==> src/rtl/uart_tx_scheduler_if.sv <==
// Signal bundle between the UART TX scheduler, its two requesters, the
// status-message memory and the UART transmitter.
interface uart_tx_scheduler_if #(
    parameter int ADDR_W = 3
);
    logic              iECHO_valid;
    logic [7:0]        iECHO_data;
    logic              iMSG_req;
    logic [ADDR_W-1:0] oMSG_addr;
    logic [7:0]        iMSG_data;
    logic              oTX_start;
    logic [7:0]        oTX_data;
    logic              iTX_busy;
    logic              oBusy;
    logic              oECHO_ovf;
    logic              oMSG_done;

    modport master (
        input  iECHO_valid, iECHO_data, iMSG_req, iMSG_data, iTX_busy,
        output oMSG_addr, oTX_start, oTX_data, oBusy, oECHO_ovf, oMSG_done
    );

    modport slave (
        output iECHO_valid, iECHO_data, iMSG_req, iMSG_data, iTX_busy,
        input  oMSG_addr, oTX_start, oTX_data, oBusy, oECHO_ovf, oMSG_done
    );
endinterface

==> src/rtl/uart_tx_scheduler.sv <==
// Shares one UART transmitter between a 1-entry echo buffer and a fixed-length
// status message read from memory, round-robin per byte.
module uart_tx_scheduler #(
    parameter int MSG_LEN = 8,
    parameter int ADDR_W  = 3,
    parameter int ACK_TMO = 15
) (
    input logic                 clk,
    input logic                 reset,
    uart_tx_scheduler_if.master bus
);
    localparam int CNT_W = (ACK_TMO > 0) ? $clog2(ACK_TMO + 1) : 1;
    localparam logic [ADDR_W-1:0] LAST_IDX = ADDR_W'(MSG_LEN - 1);
    localparam logic [CNT_W-1:0]  TMO      = CNT_W'(ACK_TMO);

    typedef enum logic [2:0] {
        IDLE, MSG_RD, LOAD, START, WAIT_ACK, WAIT_DONE
    } state_t;

    state_t            state, state_nxt;
    logic              echo_full;
    logic [7:0]        echo_byte;
    logic              msg_active;
    logic [ADDR_W-1:0] msg_idx;
    logic              last_msg;
    logic              cur_msg;
    logic [CNT_W-1:0]  ack_cnt;
    logic [ADDR_W-1:0] msg_addr;
    logic [7:0]        tx_data;
    logic              echo_ovf;
    logic              msg_done;
    logic              grant_echo;
    logic              grant_msg;
    logic              byte_done;

    always_ff @(posedge clk) begin
        if (reset) state <= IDLE;
        else       state <= state_nxt;
    end

    always_comb begin
        state_nxt  = state;
        grant_echo = 1'b0;
        grant_msg  = 1'b0;
        byte_done  = 1'b0;
        case (state)
            IDLE: begin
                // With both pending, echo wins only if the message had the last grant
                if (echo_full && (!msg_active || last_msg)) begin
                    grant_echo = 1'b1;
                    state_nxt  = START;
                end else if (msg_active) begin
                    grant_msg = 1'b1;
                    state_nxt = MSG_RD;
                end
            end
            MSG_RD:   state_nxt = LOAD;
            LOAD:     state_nxt = START;
            START:    state_nxt = WAIT_ACK;
            WAIT_ACK: begin
                if (bus.iTX_busy) begin
                    state_nxt = WAIT_DONE;
                end else if (ack_cnt == TMO) begin
                    byte_done = 1'b1;
                    state_nxt = IDLE;
                end
            end
            WAIT_DONE: begin
                if (!bus.iTX_busy) begin
                    byte_done = 1'b1;
                    state_nxt = IDLE;
                end
            end
            default: state_nxt = IDLE;
        endcase
    end

    always_ff @(posedge clk) begin
        if (reset) begin
            echo_full  <= 1'b0;
            echo_byte  <= '0;
            msg_active <= 1'b0;
            msg_idx    <= '0;
            last_msg   <= 1'b1;
            cur_msg    <= 1'b0;
            ack_cnt    <= '0;
            msg_addr   <= '0;
            tx_data    <= '0;
            echo_ovf   <= 1'b0;
            msg_done   <= 1'b0;
        end else begin
            echo_ovf <= 1'b0;
            msg_done <= 1'b0;

            // A byte arriving in the grant cycle refills the buffer being emptied
            if (bus.iECHO_valid) begin
                if (!echo_full || grant_echo) begin
                    echo_byte <= bus.iECHO_data;
                    echo_full <= 1'b1;
                end else begin
                    echo_ovf <= 1'b1;
                end
            end else if (grant_echo) begin
                echo_full <= 1'b0;
            end

            if (grant_echo) begin
                tx_data  <= echo_byte;
                last_msg <= 1'b0;
                cur_msg  <= 1'b0;
            end
            if (grant_msg) begin
                msg_addr <= msg_idx;
                last_msg <= 1'b1;
                cur_msg  <= 1'b1;
            end
            if (state == LOAD) tx_data <= bus.iMSG_data;

            if (state == START)         ack_cnt <= '0;
            else if (state == WAIT_ACK) ack_cnt <= ack_cnt + 1'b1;

            if (byte_done && cur_msg) begin
                if (msg_idx == LAST_IDX) begin
                    msg_idx    <= '0;
                    msg_addr   <= '0;
                    msg_active <= 1'b0;
                    msg_done   <= 1'b1;
                end else begin
                    msg_idx <= msg_idx + 1'b1;
                end
            end else if (bus.iMSG_req && !msg_active) begin
                msg_active <= 1'b1;
                msg_idx    <= '0;
            end
        end
    end

    assign bus.oMSG_addr = msg_addr;
    assign bus.oTX_start = (state == START);
    assign bus.oTX_data  = tx_data;
    assign bus.oBusy     = (state != IDLE) || echo_full || msg_active;
    assign bus.oECHO_ovf = echo_ovf;
    assign bus.oMSG_done = msg_done;
endmodule

==> src/flat_wrapper.sv <==
// flat-port wrapper written by rule: the top's interface ports become plain ports
module uart_tx_scheduler_flat 
#(
    parameter int MSG_LEN = 8,
    parameter int ADDR_W  = 3,
    parameter int ACK_TMO = 15
)
  (clk, reset, bus_iECHO_valid, bus_iECHO_data, bus_iMSG_req, bus_iMSG_data, bus_iTX_busy, bus_oMSG_addr, bus_oTX_start, bus_oTX_data, bus_oBusy, bus_oECHO_ovf, bus_oMSG_done);
  uart_tx_scheduler_if #(.ADDR_W(ADDR_W)) bus_i ();
  input logic clk;
  input logic reset;
  input wire logic [$bits(bus_i.iECHO_valid)-1:0] bus_iECHO_valid;
  input wire logic [$bits(bus_i.iECHO_data)-1:0] bus_iECHO_data;
  input wire logic [$bits(bus_i.iMSG_req)-1:0] bus_iMSG_req;
  input wire logic [$bits(bus_i.iMSG_data)-1:0] bus_iMSG_data;
  input wire logic [$bits(bus_i.iTX_busy)-1:0] bus_iTX_busy;
  output wire logic [$bits(bus_i.oMSG_addr)-1:0] bus_oMSG_addr;
  output wire logic [$bits(bus_i.oTX_start)-1:0] bus_oTX_start;
  output wire logic [$bits(bus_i.oTX_data)-1:0] bus_oTX_data;
  output wire logic [$bits(bus_i.oBusy)-1:0] bus_oBusy;
  output wire logic [$bits(bus_i.oECHO_ovf)-1:0] bus_oECHO_ovf;
  output wire logic [$bits(bus_i.oMSG_done)-1:0] bus_oMSG_done;
  assign bus_i.iECHO_valid = bus_iECHO_valid;
  assign bus_i.iECHO_data = bus_iECHO_data;
  assign bus_i.iMSG_req = bus_iMSG_req;
  assign bus_i.iMSG_data = bus_iMSG_data;
  assign bus_i.iTX_busy = bus_iTX_busy;
  assign bus_oMSG_addr = bus_i.oMSG_addr;
  assign bus_oTX_start = bus_i.oTX_start;
  assign bus_oTX_data = bus_i.oTX_data;
  assign bus_oBusy = bus_i.oBusy;
  assign bus_oECHO_ovf = bus_i.oECHO_ovf;
  assign bus_oMSG_done = bus_i.oMSG_done;
  uart_tx_scheduler #(.MSG_LEN(MSG_LEN), .ADDR_W(ADDR_W), .ACK_TMO(ACK_TMO)) u_core (.clk(clk), .reset(reset), .bus(bus_i));
endmodule
==> config.mk <==
export PLATFORM = sky130hd
export DESIGN_NAME = uart_tx_scheduler_flat
export DESIGN_NICKNAME = d
export VERILOG_FILES = /design/src/rtl/uart_tx_scheduler_if.sv /design/src/rtl/uart_tx_scheduler.sv /design/src/flat_wrapper.sv
export SDC_FILE = /design/constraint.sdc
export NUM_CORES = 1
export LEC_CHECK = 0
export ABC_AREA = 1
export BUFFER_PORTS_ARGS = -buffer_cell sky130_fd_sc_hd__buf_2
export CORE_UTILIZATION = 35
export DETAILED_ROUTE_END_ITERATION = 7
export PLACE_DENSITY = 0.54
export SLEW_MARGIN = 25
export SYNTH_ARGS = -nofsm -noshare
export SYNTH_HDL_FRONTEND = slang
export SYNTH_SLANG_ARGS = --single-unit
==> constraint.sdc <==
create_clock -name clk -period 2.57 [get_ports clk]
set_input_delay 0.3855 -clock clk [delete_from_list [all_inputs] [get_ports clk]]
set_output_delay 0.3855 -clock clk [all_outputs]
set_load 0.01 [all_outputs]
==> metrics, run 1 <==
final WL=3.391 mm; Die ar.=0.005008 mm2; antenna viol nets, final=0; R2R setup slack=1.16 ns; Synth Register Bits=35; initial antenna violation count=0; synthesized area=0.001655 mm2; I/O pins=36; Hold Path Sink=u_core.msg_active$_SDFFE_PP0P_; chip width=70.77 um; average size of a mapped cell=7.628 um2; worst-margin pin slew=0.6181 ns; Yosys cell types=26; status=finished with violations; reg2reg path depth=8; post_cts resized=0; Rel. slew slack=58.75%; Area Overhead vs Synth=17.01%; fin crit share=59.30%; Max Clk Rate=656.2 MHz; failing checks=DRC; Yosys top cell area share=42.33%; Worst Setup SP=u_core.msg_active$_SDFFE_PP0P_; routed len/inst=11.15 um; fin crit period=1.524 ns; Lkg Pwr=0.9188 nW; die height=70.77 um; Initial Utilization=37.25%; Clock transition at path regs=0.06 ns; clk_lat worst skew=0.28 ns; largest net degree at the start of global routing=22; routability congestion estimate=0.7206; share of layout cells above drive strength 1=29.76%; clock skew=0.006772 ns; router iterations before antenna repair=7; Clock Tree Buf Depth=2; DRC Markers=4; via count=1419; post-synthesis cell type with the largest combined area=dfxtp_1; Setup Fix Bufs, Post-CTS=0; ranking of synthesized cells by area=dfxtp_1 (42%), nor2_1 (7.5%), nand2_1 (7.3%), nand3_1 (5.7%), inv_1 (4.3%); Hold Path Class=input pin to flip-flop; critical path class=flip-flop to output pin; reg-to-reg startpoint=u_core.state[0]$_SDFFE_PP0P_; n_diodes=0; Data required, critical path=2.18 ns; vias per std cell=4.668; area of the core=0.004444 mm2; Syn Inst Count=217; Critical Path Source Type=flip-flop; cts bufs inserted=5; Slew Limit Fails=0; Hold Buf Count CTS=0; CTS tree=done; # H-tree levels=2; worst r2r dst=u_core.echo_byte[0]$_SDFFE_PP0P_; CP Capture Type=output pin; Hold Fails Final Rpt=0; WP data arrival=1.14 ns; IO buf count=35; CTS Root Cell=clkbuf_8; first-pass GRT wire length=6.134 mm; RSZ-0062 raised after global routing=no; Max VDD drop=0.2624 mV; final setup fails=0; final core occ=43.58%; count of clock tree sinks=35; HPWL after DPL=2.517 mm; register area share after synthesis=42.33%; pwr/cell area=907.8 mW/mm2; Hold Path Depth=3; vias in the first global route=1403; Initial DRC Count=55; post-synthesis net count=241; warnings from Yosys=0; total gr overflow=0; Rows=24; CP max FO=7; setup TNS=0 ns; Max Cap Viol=0; NumNets Final=275; hold_sp=bus_iMSG_req; Global Route Usage Sum=15.35%
area by class of cell:
type                       instances  area [um2]
tap                               52       65.06
fill                             480        2507
timing repair buffer              35       175.2
sequential                        35       700.7
inverter                          26       97.59
multi-input combinational        148       798.3
clock buffer                       8       100.1
critical path, cell delays in order (launching register included):
cell and delay [ns]:
dfxtp_1 0.46, nor2_1 0.10, nand3_1 0.15, buf_2 0.16
worst max path at each step:
| stage | to | depth (start not counted) |
|---|---|---|
| global route | bus_oBusy | 3 |
| detailed placement | u_core.ack_cnt[0]$_SDFFE_PP0N_ | 5 |
| floorplan | u_core.bus.oTX_data[0]$_SDFFE_PP0P_ | 5 |
| finish | bus_oBusy | 3 |
| global placement | u_core.ack_cnt[0]$_SDFFE_PP0N_ | 5 |
| CTS | bus_oBusy | 3 |
power by group:
| part | internal [mW] | switching [mW] | total, mW |
|---|---|---|---|
| registers | 0.651 | 0.0829 | 0.734 |
| clock network | 0.244 | 0.184 | 0.428 |
| logic | 0.210 | 0.386 | 0.596 |
synth_stat cells, drive strengths merged:
| master | count |
|---|---|
| buf | 6 |
| nand2 | 36 |
| nand3 | 20 |
| a21oi | 21 |
| xnor2 | 1 |
| o21ai | 11 |
| a31oi | 1 |
| clkbuf | 2 |
| nand3b | 1 |
| o21a | 1 |
| dfxtp | 35 |
| ha | 3 |
| nand4 | 7 |
| nor2 | 38 |
| inv | 26 |
| nor3 | 7 |
| or2 | 1 |
through the flow:
stage / power, mW / cell area [um2] / setup WS [ns] / hold WS, ns / instances
after floorplan: 1.204 / 1655 / 1.385 / 0.4445 / 217
after global placement: 1.343 / 1837 / 0.9914 / 0.4518 / 296
after detailed placement: 1.349 / 1837 / 0.9639 / 0.4528 / 296
after CTS: 1.788 / 1937 / 1.045 / 0.3499 / 304
after global routing: 1.899 / 1937 / 1.005 / 0.3915 / 304
final: 1.758 / 1937 / 1.046 / 0.3553 / 304
sequential cells by signal, summed over array words and instances (netlist names):
| name | cells |
|---|---|
| u_core.cur_msg | 1 |
| u_core.bus.oMSG_done | 1 |
| u_core.echo_full | 1 |
| u_core.echo_byte | 8 |
| u_core.msg_active | 1 |
| u_core.ack_cnt | 4 |
| u_core.bus.oTX_data | 8 |
| u_core.last_msg | 1 |
| u_core.bus.oMSG_addr | 3 |
| u_core.state | 3 |
| u_core.bus.oECHO_ovf | 1 |
| u_core.msg_idx | 3 |
layer usage:
layer	share of wire [%]	up-vias	GRT usage, %	routed length, um
li1	-	773	-	-
met1	51	615	19.93	1714
met2	44	27	24.68	1500
met3	3.8	4	3.704	129
met4	1.4	0	6.000	46
met5	0	-	0	0
cell families after synthesis:
logic type	synth area share, %
flip-flops	42.33
AND/OR/NAND/NOR	33.11
buffers and inverters	9.449
AO/OA/AOI/OAI	12.32
XOR/XNOR	0.5292
adder cells (fa/ha/maj)	2.268
cell usage in the layout (no fill, tap or decap):
cell | netlist | final
buf_2 | 4 | 35
dfxtp_1 | 35 | 35
nor2_1 | 33 | 33
nand2_1 | 32 | 32
nand3_1 | 19 | 19
inv_1 | 19 | 19
a21oi_1 | 13 | 13
a21oi_2 | 8 | 8
o21ai_0 | 8 | 8
inv_2 | 7 | 7
nand4_1 | 7 | 7
nor3_2 | 7 | 7
clkbuf_8 | 0 | 7
nor2_2 | 5 | 5
nand2_4 | 3 | 3
o21ai_1 | 3 | 3
ha_1 | 3 | 3
o21a_1 | 1 | 1
nand2_2 | 1 | 1
or2_2 | 1 | 1
xnor2_1 | 1 | 1
nand3_2 | 1 | 1
nand3b_1 | 1 | 1
a31oi_1 | 1 | 1
clkbuf_1 | 2 | 1
Note: power is estimated with default switching activity, not from simulation.
==> run 2: changes to the inputs <==
- PLACE_DENSITY: 0.54 -> 0.57
- clock period: 2.57 -> 1.2 ns (I/O delays scaled with it)
==> metrics, run 2 (synthesis gave the netlist of run 1 again) <==
Global Route Usage Sum=16.41%; CP Capture Type=output pin; first-pass GRT wire length=6.534 mm; via count=1635; Hold Path Class=input pin to flip-flop; pwr/cell area=1986 mW/mm2; worst-margin pin slew=0.2589 ns; clk_lat worst skew=0.29 ns; Hold Worst Slack=0.1415 ns; CTS tree=done; Hold Path Depth=3; critical path class=flip-flop to output pin; Area Overhead vs Synth=47.47%; routed len/inst=11.91 um; worst r2r dst=u_core.bus.oTX_data[6]$_SDFFE_PP0P_; CP max FO=2; cts bufs inserted=5; R2R setup slack=0 ns; commonest non-fill, non-tap cell in the layout=buf_2; fin crit period=1.237 ns; failing checks=DRC, setup timing; vias per std cell=4.837; Initial Utilization=37.25%; DRC Markers=2; Critical Path Source Type=flip-flop; Final WS setup=-0.03688 ns; NumNets Final=309; RSZ-0062 raised after global routing=yes; IO buf count=35; initial antenna violation count=0; final setup fails=2; area of the core=0.004444 mm2; chip width=70.77 um; routability congestion estimate=0.7831; share of layout cells above drive strength 1=49.30%; Data required, critical path=1.02 ns; Logic pwr share=44.0%; antenna viol nets, final=0; Initial DRC Count=81; # fillers=430; fin crit share=103.1%; I/O pins=36; vias in the first global route=1525; Psw=1.793 mW; clock skew=0.006421 ns; Hold Path Sink=u_core.msg_active$_SDFFE_PP0P_; Rel. slew slack=82.74%; sequential power share=33.2%; CTS Root Cell=clkbuf_8; most frequent cells in the layout=buf_2 (33), nand2_1 (27), dfxtp_1 (27); WP data arrival=1.06 ns; Clk pwr share=22.8%; switch share=36.98%; cell internal pwr=3.056 mW; die height=70.77 um; status=finished with violations; hold_sp=bus_iMSG_req; reg-to-reg startpoint=u_core.state[0]$_SDFFE_PP0P_; HPWL after DPL=2.680 mm; n_diodes=0; count of clock tree sinks=35; Clock transition at path regs=0.07 ns; # H-tree levels=2; Max Clk Rate=808.5 MHz; Rows=24; Hold Fails Final Rpt=0; Max VDD drop=0.6201 mV; final WL=4.027 mm; router iterations before antenna repair=6; Die ar.=0.005008 mm2; Max Cap Viol=0; Clock Tree Buf Depth=2; total gr overflow=0; Lkg Pwr=1.132 nW; reg2reg path depth=9; Slew Limit Fails=0; largest net degree at the start of global routing=19; setup TNS=-0.03787 ns
-- run 2: worst max-delay path by stage --
stage	end	startpoint	slack [ns]
floorplan	u_core.bus.oTX_data[6]$_SDFFE_PP0P_	u_core.state[0]$_SDFFE_PP0P_	0.03
global placement	u_core.bus.oTX_data[6]$_SDFFE_PP0P_	u_core.state[1]$_SDFFE_PP0P_	-0.05
detailed placement	u_core.bus.oTX_data[6]$_SDFFE_PP0P_	u_core.state[1]$_SDFFE_PP0P_	-0.04
CTS	bus_oBusy	u_core.echo_full$_SDFFE_PP0P_	-0.04
global route	bus_oBusy	u_core.echo_full$_SDFFE_PP0P_	-0.08
finish	bus_oBusy	u_core.echo_full$_SDFFE_PP0P_	-0.04
-- run 2: repair_timing --
| item | CTS | global route |
|---|---|---|
| cloned | 0 | 2 |
| gates resized for setup | 15 | 47 |
| endpoints found under the hold margin | 0 | 0 |
| buffers inserted | 4 | 4 |
| endpoints found under the setup margin | 11 | 34 |
| pin swaps | 4 | 17 |
| hold buffers | 0 | 0 |
-- run 2: final cells by class --
class	count	area, um2	share of cell area, %
Timing Repair Buffer	67	462.9	18.96
Sequential cell	35	718.2	29.42
Tap cell	52	65.06	2.665
Multi-Input combinational cell	150	974.7	39.93
Clock buffer	6	82.58	3.383
Inverter	26	102.6	4.203
Clock inverter	2	35.03	1.435
-- run 2: per-layer routing --
metal / vias up / wire length [um] / track usage (%)
met5: - / 0 / 0
met4: 0 / 68 / 7.333
met3: 7 / 180 / 2.991
met2: 40 / 1900 / 27.99
met1: 740 / 1877 / 20.18
li1: 848 / - / -
-- run 2: metrics by stage --
stage | worst slack, ns | std cells | power (mW) | area (um2) | util, %
after floorplan | 0.02753 | 217 | 2.579 | 1655 | -
after global placement | -0.05203 | 320 | 3.183 | 2029 | 45.66
after detailed placement | -0.04267 | 320 | 3.186 | 2029 | 45.66
after CTS | -0.03986 | 332 | 4.417 | 2222 | 50.00
after global routing | -0.08157 | 338 | 5.160 | 2441 | 54.93
final | -0.03688 | 338 | 4.849 | 2441 | 54.93
-- run 2: critical path: stages (launching register included) --
cell	delay [ns]
dfxtp_2	0.33
buf_6	0.11
nor2_4	0.09
nand3_2	0.10
buf_6	0.14
-- run 2: power groups by stage --
stage	Combinational, mW	Clock, mW	Sequential [mW]
3_5_place_dp	1.62	0	1.57
2_1_floorplan	0.950	0	1.63
5_1_grt	2.34	1.18	1.64
6_report	2.13	1.11	1.61
3_3_place_gp	1.61	0	1.57
4_1_cts	1.73	1.13	1.55
